### src/rtl/rom_arb_pkg.sv
// rom_arb_pkg: shared types and constants for the ROM burst arbiter.
//   state_e    - arbiter FSM states (IDLE, BURST)
//   rsp_tag_t  - tag travelling alongside each ROM read: owner and last-byte flag
//   OWNER_W    - width of a requester index (covers up to 4 requesters)
//   MAX_BURST  - longest burst for the default 4-bit length field
package rom_arb_pkg;

    localparam int OWNER_W   = 2;
    localparam int LEN_W_DEF = 4;
    localparam int MAX_BURST = 2 ** LEN_W_DEF;

    typedef enum logic [0:0] {
        IDLE  = 1'b0,
        BURST = 1'b1
    } state_e;

    typedef struct packed {
        logic [OWNER_W-1:0] owner;
        logic               last;
    } rsp_tag_t;

endpackage

### src/rtl/rom_arb_pick.sv
// rom_arb_pick: combinational winner selection.
//   req         - request vector, one bit per requester
//   ptr         - last winner; the search starts just above it (ROM_ARB_RR_EN only)
//   grant       - one-hot winner
//   grant_idx   - binary index of the winner
//   grant_valid - at least one request present
// Build option ROM_ARB_RR_EN: round-robin starting at ptr+1 and wrapping.
// Without it: fixed priority, lowest index wins, and there is no ptr port.
module rom_arb_pick
    import rom_arb_pkg::*;
#(
    parameter int NUM_REQ = 2
) (
    input  logic [NUM_REQ-1:0] req,
`ifdef ROM_ARB_RR_EN
    input  logic [OWNER_W-1:0] ptr,
`endif
    output logic [NUM_REQ-1:0] grant,
    output logic [OWNER_W-1:0] grant_idx,
    output logic               grant_valid
);

    always_comb begin
        grant       = '0;
        grant_idx   = '0;
        grant_valid = 1'b0;
`ifdef ROM_ARB_RR_EN
        // Loops run downward so the last hit is the lowest index. The second
        // loop (indices above ptr) overrides the wrapped-around first loop.
        for (int i = NUM_REQ - 1; i >= 0; i--) begin
            if (req[i] && (i <= int'(ptr))) begin
                grant_idx   = OWNER_W'(i);
                grant_valid = 1'b1;
            end
        end
        for (int i = NUM_REQ - 1; i >= 0; i--) begin
            if (req[i] && (i > int'(ptr))) begin
                grant_idx   = OWNER_W'(i);
                grant_valid = 1'b1;
            end
        end
`else
        for (int i = NUM_REQ - 1; i >= 0; i--) begin
            if (req[i]) begin
                grant_idx   = OWNER_W'(i);
                grant_valid = 1'b1;
            end
        end
`endif
        for (int i = 0; i < NUM_REQ; i++) begin
            grant[i] = grant_valid && (grant_idx == OWNER_W'(i));
        end
    end

endmodule

### src/rtl/rom_burst_arbiter.sv
// rom_burst_arbiter: shares a single-port registered-address ROM between
// NUM_REQ requesters, each reading bursts of 1..2^LEN_W consecutive bytes.
//   req_valid/req_addr/req_len/req_ready - per-requester request channel
//   rsp_valid/rsp_data/rsp_last          - shared response bus, one-hot owner
//   rom_addr/rom_q                       - ROM port; rom_q is valid one cycle
//                                          after rom_addr
//   busy                                 - FSM is in BURST
//   dbg_state                            - current FSM state
// Build option ROM_ARB_RR_EN selects round-robin arbitration (see rom_arb_pick).
//
// Handshake: a request transfers in a cycle where req_valid[i] & req_ready[i].
// Once req_valid[i] rises, req_valid/req_addr/req_len of requester i stay
// stable until that transfer; req_ready never waits on anything but state and
// req_valid. The response bus has no back-pressure.
module rom_burst_arbiter
    import rom_arb_pkg::*;
#(
    parameter int NUM_REQ = 2,
    parameter int ADDR_W  = 8,
    parameter int DATA_W  = 8,
    parameter int LEN_W   = 4
) (
    input  logic                      clk,
    input  logic                      rst_n,
    input  logic [NUM_REQ-1:0]        req_valid,
    input  logic [NUM_REQ*ADDR_W-1:0] req_addr,
    input  logic [NUM_REQ*LEN_W-1:0]  req_len,
    output logic [NUM_REQ-1:0]        req_ready,
    output logic [NUM_REQ-1:0]        rsp_valid,
    output logic [DATA_W-1:0]         rsp_data,
    output logic                      rsp_last,
    output logic                      busy,
    output logic [ADDR_W-1:0]         rom_addr,
    input  logic [DATA_W-1:0]         rom_q,
    output state_e                    dbg_state
);

    state_e             state;
    logic [LEN_W-1:0]   count;
    logic [OWNER_W-1:0] owner;
    logic               resp_v_q;
    rsp_tag_t           tag_q;

    logic [NUM_REQ-1:0] grant;
    logic [OWNER_W-1:0] grant_idx;
    logic               grant_valid;
    logic               arb_en;
    logic               accept;
    logic [ADDR_W-1:0]  sel_addr;
    logic [LEN_W-1:0]   sel_len;

`ifdef ROM_ARB_RR_EN
    logic [OWNER_W-1:0] rr_ptr;

    always_ff @(posedge clk or negedge rst_n) begin
        if (!rst_n) begin
            rr_ptr <= OWNER_W'(NUM_REQ - 1);
        end else if (accept) begin
            rr_ptr <= grant_idx;
        end
    end
`endif

    rom_arb_pick #(
        .NUM_REQ (NUM_REQ)
    ) u_pick (
        .req         (req_valid),
`ifdef ROM_ARB_RR_EN
        .ptr         (rr_ptr),
`endif
        .grant       (grant),
        .grant_idx   (grant_idx),
        .grant_valid (grant_valid)
    );

    // Arbitrate when idle, or on the last issue cycle so the next burst
    // follows without a bubble.
    assign arb_en    = (state == IDLE) || (count == '0);
    assign accept    = rst_n && arb_en && grant_valid;
    assign req_ready = accept ? grant : '0;

    always_comb begin
        sel_addr = '0;
        sel_len  = '0;
        for (int i = 0; i < NUM_REQ; i++) begin
            if (grant[i]) begin
                sel_addr = req_addr[i*ADDR_W +: ADDR_W];
                sel_len  = req_len[i*LEN_W +: LEN_W];
            end
        end
    end

    // rom_addr doubles as the burst address counter: it is loaded with the
    // start address on accept so the first address is on the ROM port in the
    // first BURST cycle, then steps (wrapping) each issue cycle.
    always_ff @(posedge clk or negedge rst_n) begin
        if (!rst_n) begin
            state    <= IDLE;
            rom_addr <= '0;
            count    <= '0;
            owner    <= '0;
            resp_v_q <= 1'b0;
            tag_q    <= '0;
        end else begin
            case (state)
                IDLE: begin
                    resp_v_q <= 1'b0;
                    if (accept) begin
                        rom_addr <= sel_addr;
                        count    <= sel_len;
                        owner    <= grant_idx;
                        state    <= BURST;
                    end
                end
                BURST: begin
                    resp_v_q    <= 1'b1;
                    tag_q.owner <= owner;
                    tag_q.last  <= (count == '0);
                    if (count != '0) begin
                        rom_addr <= rom_addr + 1'b1;
                        count    <= count - 1'b1;
                    end else if (accept) begin
                        rom_addr <= sel_addr;
                        count    <= sel_len;
                        owner    <= grant_idx;
                    end else begin
                        state    <= IDLE;
                    end
                end
                default: state <= IDLE;
            endcase
        end
    end

    always_comb begin
        rsp_valid = '0;
        for (int i = 0; i < NUM_REQ; i++) begin
            rsp_valid[i] = resp_v_q && (tag_q.owner == OWNER_W'(i));
        end
    end

    assign rsp_data  = rom_q;
    assign rsp_last  = resp_v_q && tag_q.last;
    assign busy      = (state == BURST);
    assign dbg_state = state;

endmodule

### config.mk
export PLATFORM = sky130hd
export DESIGN_NAME = rom_burst_arbiter
export DESIGN_NICKNAME = d
export VERILOG_FILES = /design/src/rtl/rom_arb_pkg.sv /design/src/rtl/rom_arb_pick.sv /design/src/rtl/rom_burst_arbiter.sv
export SDC_FILE = /design/constraint.sdc
export NUM_CORES = 1
export LEC_CHECK = 0
export CORE_ASPECT_RATIO = 1.5
export CORE_MARGIN = 4
export CORE_UTILIZATION = 30
export DETAILED_ROUTE_END_ITERATION = 12
export GPL_TIMING_DRIVEN = 0
export PLACE_DENSITY_LB_ADDON = 0.05
export SETUP_SLACK_MARGIN = 0.3
export SKIP_LAST_GASP = 1
export SYNTH_ARGS = -nofsm -noshare
export SYNTH_HDL_FRONTEND = slang
export SYNTH_SLANG_ARGS = --single-unit
### constraint.sdc
create_clock -name clk -period 6.2 [get_ports clk]
set_clock_uncertainty 0.2 [all_clocks]
set_input_delay 1.24 -clock clk [delete_from_list [all_inputs] [get_ports clk]]
set_output_delay 1.24 -clock clk [all_outputs]
set_load 0.1 [all_outputs]
* After elaboration in Yosys (flattened, before gate mapping)
Cells that the tools add are included.
** Word-level totals
- Logic and storage cells :: 47
- RAM bits :: 0
- Register bits :: 19
- Memories :: 0
- Bits in read-only memories :: 0
- Bits in latches :: 0
** Cells by class
- Shift-type cells :: 0
- Muxes and demuxes :: 22
- Reductions and logical operators :: 12
- Magnitude comparators :: 0
- $add $sub $neg :: 2
- Bitwise gates (word level) :: 1
- Div/mod/pow operators :: 0
- Eq/ne operators :: 3
- $mul :: 0
** Operators with widths (count)
- $mux 8 :: 4
- $mux 4 :: 4
- $pmux 8 s2 :: 1
- $add 8x1->8 const B :: 1
- $pmux 4 s2 :: 1
- $logic_and 1x1->1 :: 7
- $mux 1 :: 6
- $mux 2 :: 3
- $logic_not 2->1 :: 2
- $logic_not 4->1 :: 1
- $pmux 1 s2 :: 2
- $pmux 2 s2 :: 1
- $reduce_bool 4->1 :: 1
- $sub 4x1->4 const B :: 1
- $eq 2x1->1 const B :: 1
- $ne 2x2->1 const B :: 1
- $eq 1x1->1 const B :: 1
- $logic_or 1x1->1 :: 1
- $not 1->1 :: 1

* Logic depth before layout (Yosys ltp)
- Depth in word-level cells :: 9
- Depth in mapped cells :: 8
- Depth with buffers taken out :: 6

* Cells and area by module
From an unflattened synthesis, not the netlist that was laid out.
** Unflattened totals
- Cells, all modules :: 131
- Area, all modules :: 1222.4 µm²
** Modules (own cells, without submodules)
- rom_burst_arbiter :: cells each 125, area each 1187.4 µm², sequential area each 475.5 µm², times used 1
- rom_arb_pick :: cells each 6, area each 35.0 µm², sequential area each 0.0 µm², times used 1

* Least setup slack after synthesis
No wires, ideal clock.
- Path kind :: input -> output
- Start :: in req_valid[1]
- End :: out req_ready[0]
- Stages on the path :: 3
- Path slack :: 2.348 ns
- Arrival time :: 2.412 ns
- Required time :: 4.760 ns
- Path through :: o21ai_1 a21oi_2 and2_1
** Between the ends
- Cells in the longest elaborated chain, start to end :: 5
- Elaborated cells between the ends (all ways) :: 8
- Classes of those cells :: mux (5); reduce/logical (3)
** RTL lines
- start: declaration :: line rom_burst_arbiter.sv:25 : input logic [NUM_REQ-1:0] req_valid,
- $mux 1 (2 in series) :: line rom_arb_pick.sv:44 : if (req[i]) begin
- $logic_not 2->1 :: line rom_arb_pick.sv:51 : grant[i] = grant_valid && (grant_idx == OWNER_W'(i));
- $logic_and 1x1->1 :: line rom_arb_pick.sv:51
- $mux 2 (*) :: line rom_burst_arbiter.sv:80 : assign req_ready = accept ? grant : '0;
- end: declaration :: line rom_burst_arbiter.sv:28 : output logic [NUM_REQ-1:0] req_ready,
Every way passes the cells marked *; elsewhere a longest branch is shown, timed or not.

* Worst setup path after layout
- Start :: in req_valid[0]
- End :: out req_ready[0]
** Between the ends
- Cells in the longest elaborated chain, start to end :: 4
- Elaborated cells between the ends (all ways) :: 6
- Classes of those cells :: mux (3); reduce/logical (3)
** RTL lines (line)
- $mux 1 :: rom_arb_pick.sv:44
- $logic_not 2->1 :: rom_arb_pick.sv:51
- $logic_and 1x1->1 :: rom_arb_pick.sv:51
- $mux 2 (*) :: rom_burst_arbiter.sv:80
Marked as above.

==> out/metrics.yaml <==
logic_synthesis:
  async_flop_share: 1.000
  synth_cell_types: 38
  synth-edff-count: 0
  synth_seq_area_share: 0.3837
  ys_warn_count: 0
  synth_seq_cells: 17
  synth_nets: 159
  synthFlopType: "dfrtp_1"
  netlist_instances: 121
  avgSynthCellArea_um2: 9.162
  syn_area_mm2: 0.001109
clock_tree:
  cts_hold_buffers: 0
  cts_root_buf: "clkbuf_8"
  clk_pin_slew_ns: 0.06
  cts.htree.levels: 1
  clkLatencyLatePin_ns: 0.25
  numCtsBuffers: 3
  post-cts-setup-buffers: 0
  clock_sinks: 17
  cts_tree: "yes"
  clockBufferDepth: 2
critical_path:
  endpoint: "req_ready[0]"
  reg2reg_from: "count[0]"
  worstSetupEndpointType: "output port"
  start_kind: "input port"
  crit_path_start: "req_valid[0]"
  worstPathCellList: "clkdlybuf4s50_1 > o21ai_1 > a21oi_2 > and2_1 > clkdlybuf4s50_1"
  critPathBufInv: 2
  path_common_cell: "clkdlybuf4s50_1"
  r2r.worst_path.cells: 7
  crit_arrival_ns: 3.77
  worstPathRequired_ns: 4.76
  critPathMaxFanout: 8
  cp.depth: 5
  cp_top_family: "buffers and inverters"
  crit_type: "input port to output port"
  crit_path_max_incr_delay_ns: 1.14
  regToRegEndpoint: "rom_addr[2]"
  crit_slowest_cell: "clkdlybuf4s50_1"
  r2r_slack_ns: 3.91
power_and_ir_drop:
  fin_total_pwr_w: 0.001060
  ir_worst_vdd_mv: 0.5140
  p_leak_nw: 0.7276
  power_density_mw_per_mm2: 622.8
layout:
  antenna_cells: 0
  final_common_cell: "clkdlybuf4s50_1"
  drive_above_1_share: 0.1486
  final_cell_mix: "clkdlybuf4s50_1 (48), dfrtp_1 (17), nand2_1 (9), buf_4 (9)"
  nNetsFinal: 214
  area_delta_synth_final_pct: 53.50
  final_area_mm2: 0.001702
drt:
  totalWireLength_um: 3315
  wl_per_cell_um: 15.28
  drt_iter0_markers: 18
  vias: 1116
  drc: 0
  viasPerCell: 5.143
  drtAntennaViolNets: 0
  first_pass_iters: 4
global_route:
  overflow: 0
  grt_max_degree: 23
  grt_pass1_wl_um: 5602
  grt_pass1_vias: 1245
  antenna_found_initial: 0
  grt_usage: 0.1528
placement:
  gp_congestion: 0.7342
  portBuffers: 50
  placedInstanceArea_mm2: 0.001662
  hpwl_um: 2572
hold_path:
  worstHoldPathType: "flip-flop to flip-flop"
timing:
  layout_min_cycle_time_ns: 5.209
  fmax_ghz: 0.1920
  hold_viol: 0
  fin_crit_sh: 0.8402
  rsz0062_at_grt: "false"
  tightestPinTransition_ns: 0.9877
  slew_violations: 0
  relSlewSlack: 0.3394
  setup_viol: 0
flow_run:
  maxCapViolCount: 0
die:
  die_x_um: 57.64
  fp.dieH_um: 82.45
  start_util: 0.3185
  core_region_area_mm2: 0.003481
  die_area_mm2: 0.004752
  design.portCount: 59
  num_rows: 26
status:
  outcome: "finished, final reports clean"
## Yosys cell counts (2+ instances only)
library cell  number  share of area
dfrtp_1           17           0.38
buf_4              9          0.061
nand2_1            9          0.030
a21oi_1            7          0.032
a22oi_1            7          0.047
nand3_1            6          0.027
nor2_1             6          0.020
inv_1              5          0.017
and2_1             4          0.023
and3_1             4          0.023
nor3_1             4          0.018
a221o_1            3          0.027
buf_2              3          0.014
o221a_2            3          0.030
or3_1              3          0.017
a21o_1             2          0.014
a32o_1             2          0.018
a32oi_1            2          0.016
clkbuf_1           2         0.0068
ha_1               2          0.023
nand4_1            2          0.011
nor2b_1            2          0.011
o21a_1             2          0.014
## timing repair
item | 4_1_cts | 5_1_grt
pin swaps | 0 | 0
endpoints found under the setup margin | 2 | 2
gates resized for setup | 2 | 2
## metrics by stage
step	utilization	hold WS (ns)	cells	setup WS (ns)	TNS (ns)
5_1_grt	0.4889	0.3045	217	0.7417	0
3_3_place_gp	0.4774	0.2603	213	-0.01708	-0.01708
6_report	0.4889	0.2742	217	0.9906	0
4_1_cts	0.4899	0.2797	217	0.4263	0
2_1_floorplan	-	0.2441	121	2.348	0
3_5_place_dp	0.4774	0.2639	213	0.0003211	0
## sequential cells by signal (all words and copies together), names as in the netlist
name	flops
tag_q	2
owner	1
rom_addr	8
resp_v_q	1
count	4
busy	1
## power by group
group | leakage [nW] | switching [W] | internal (W) | total, W
Combinational | 0.508 | 0.000508 | 0.000247 | 0.000755
Clock | 0.0255 | 0.0000385 | 0.0000445 | 0.0000830
Sequential | 0.195 | 0.0000554 | 0.000167 | 0.000222
## cell families after synthesis
logic type / Yosys count / share of synthesized area
adders and majority gates: 2 / 0.02257
buffers and inverters: 20 / 0.1083
muxes: 1 / 0.01016
AOI/OAI and AO/OA: 36 / 0.2517
and+or+nand+nor: 45 / 0.2235
DFF: 17 / 0.3837
## area by class of cell
type | count | area, µm²
Tap cell | 42 | 52.55
Timing Repair Buffer | 50 | 494.2
Fill cell | 363 | 1779
Clock buffer | 3 | 41.29
Buffer | 15 | 101.3
Inverter | 5 | 18.77
Clock inverter | 1 | 5.005
Multi-Input combinational cell | 84 | 563.0
Sequential cell | 17 | 425.4
## worst min path at each step
stage / start / endpoint / slack, ns / cells after the start
detailed placement: owner[0] / owner[0] / 0.26 / 1
CTS: owner[0] / owner[0] / 0.28 / 1
global route: owner[0] / owner[0] / 0.30 / 1
finish: owner[0] / owner[0] / 0.27 / 1
floorplan: owner[0] / owner[0] / 0.24 / 1
global placement: owner[0] / owner[0] / 0.26 / 1
## routing by layer
layer | share of wire | global-route usage
met4 | 0.014 | 0.06497
met1 | 0.41 | 0.1729
met2 | 0.53 | 0.2794
met5 | 0 | 0
met3 | 0.049 | 0.02488
(Power assumes the default switching activity.)
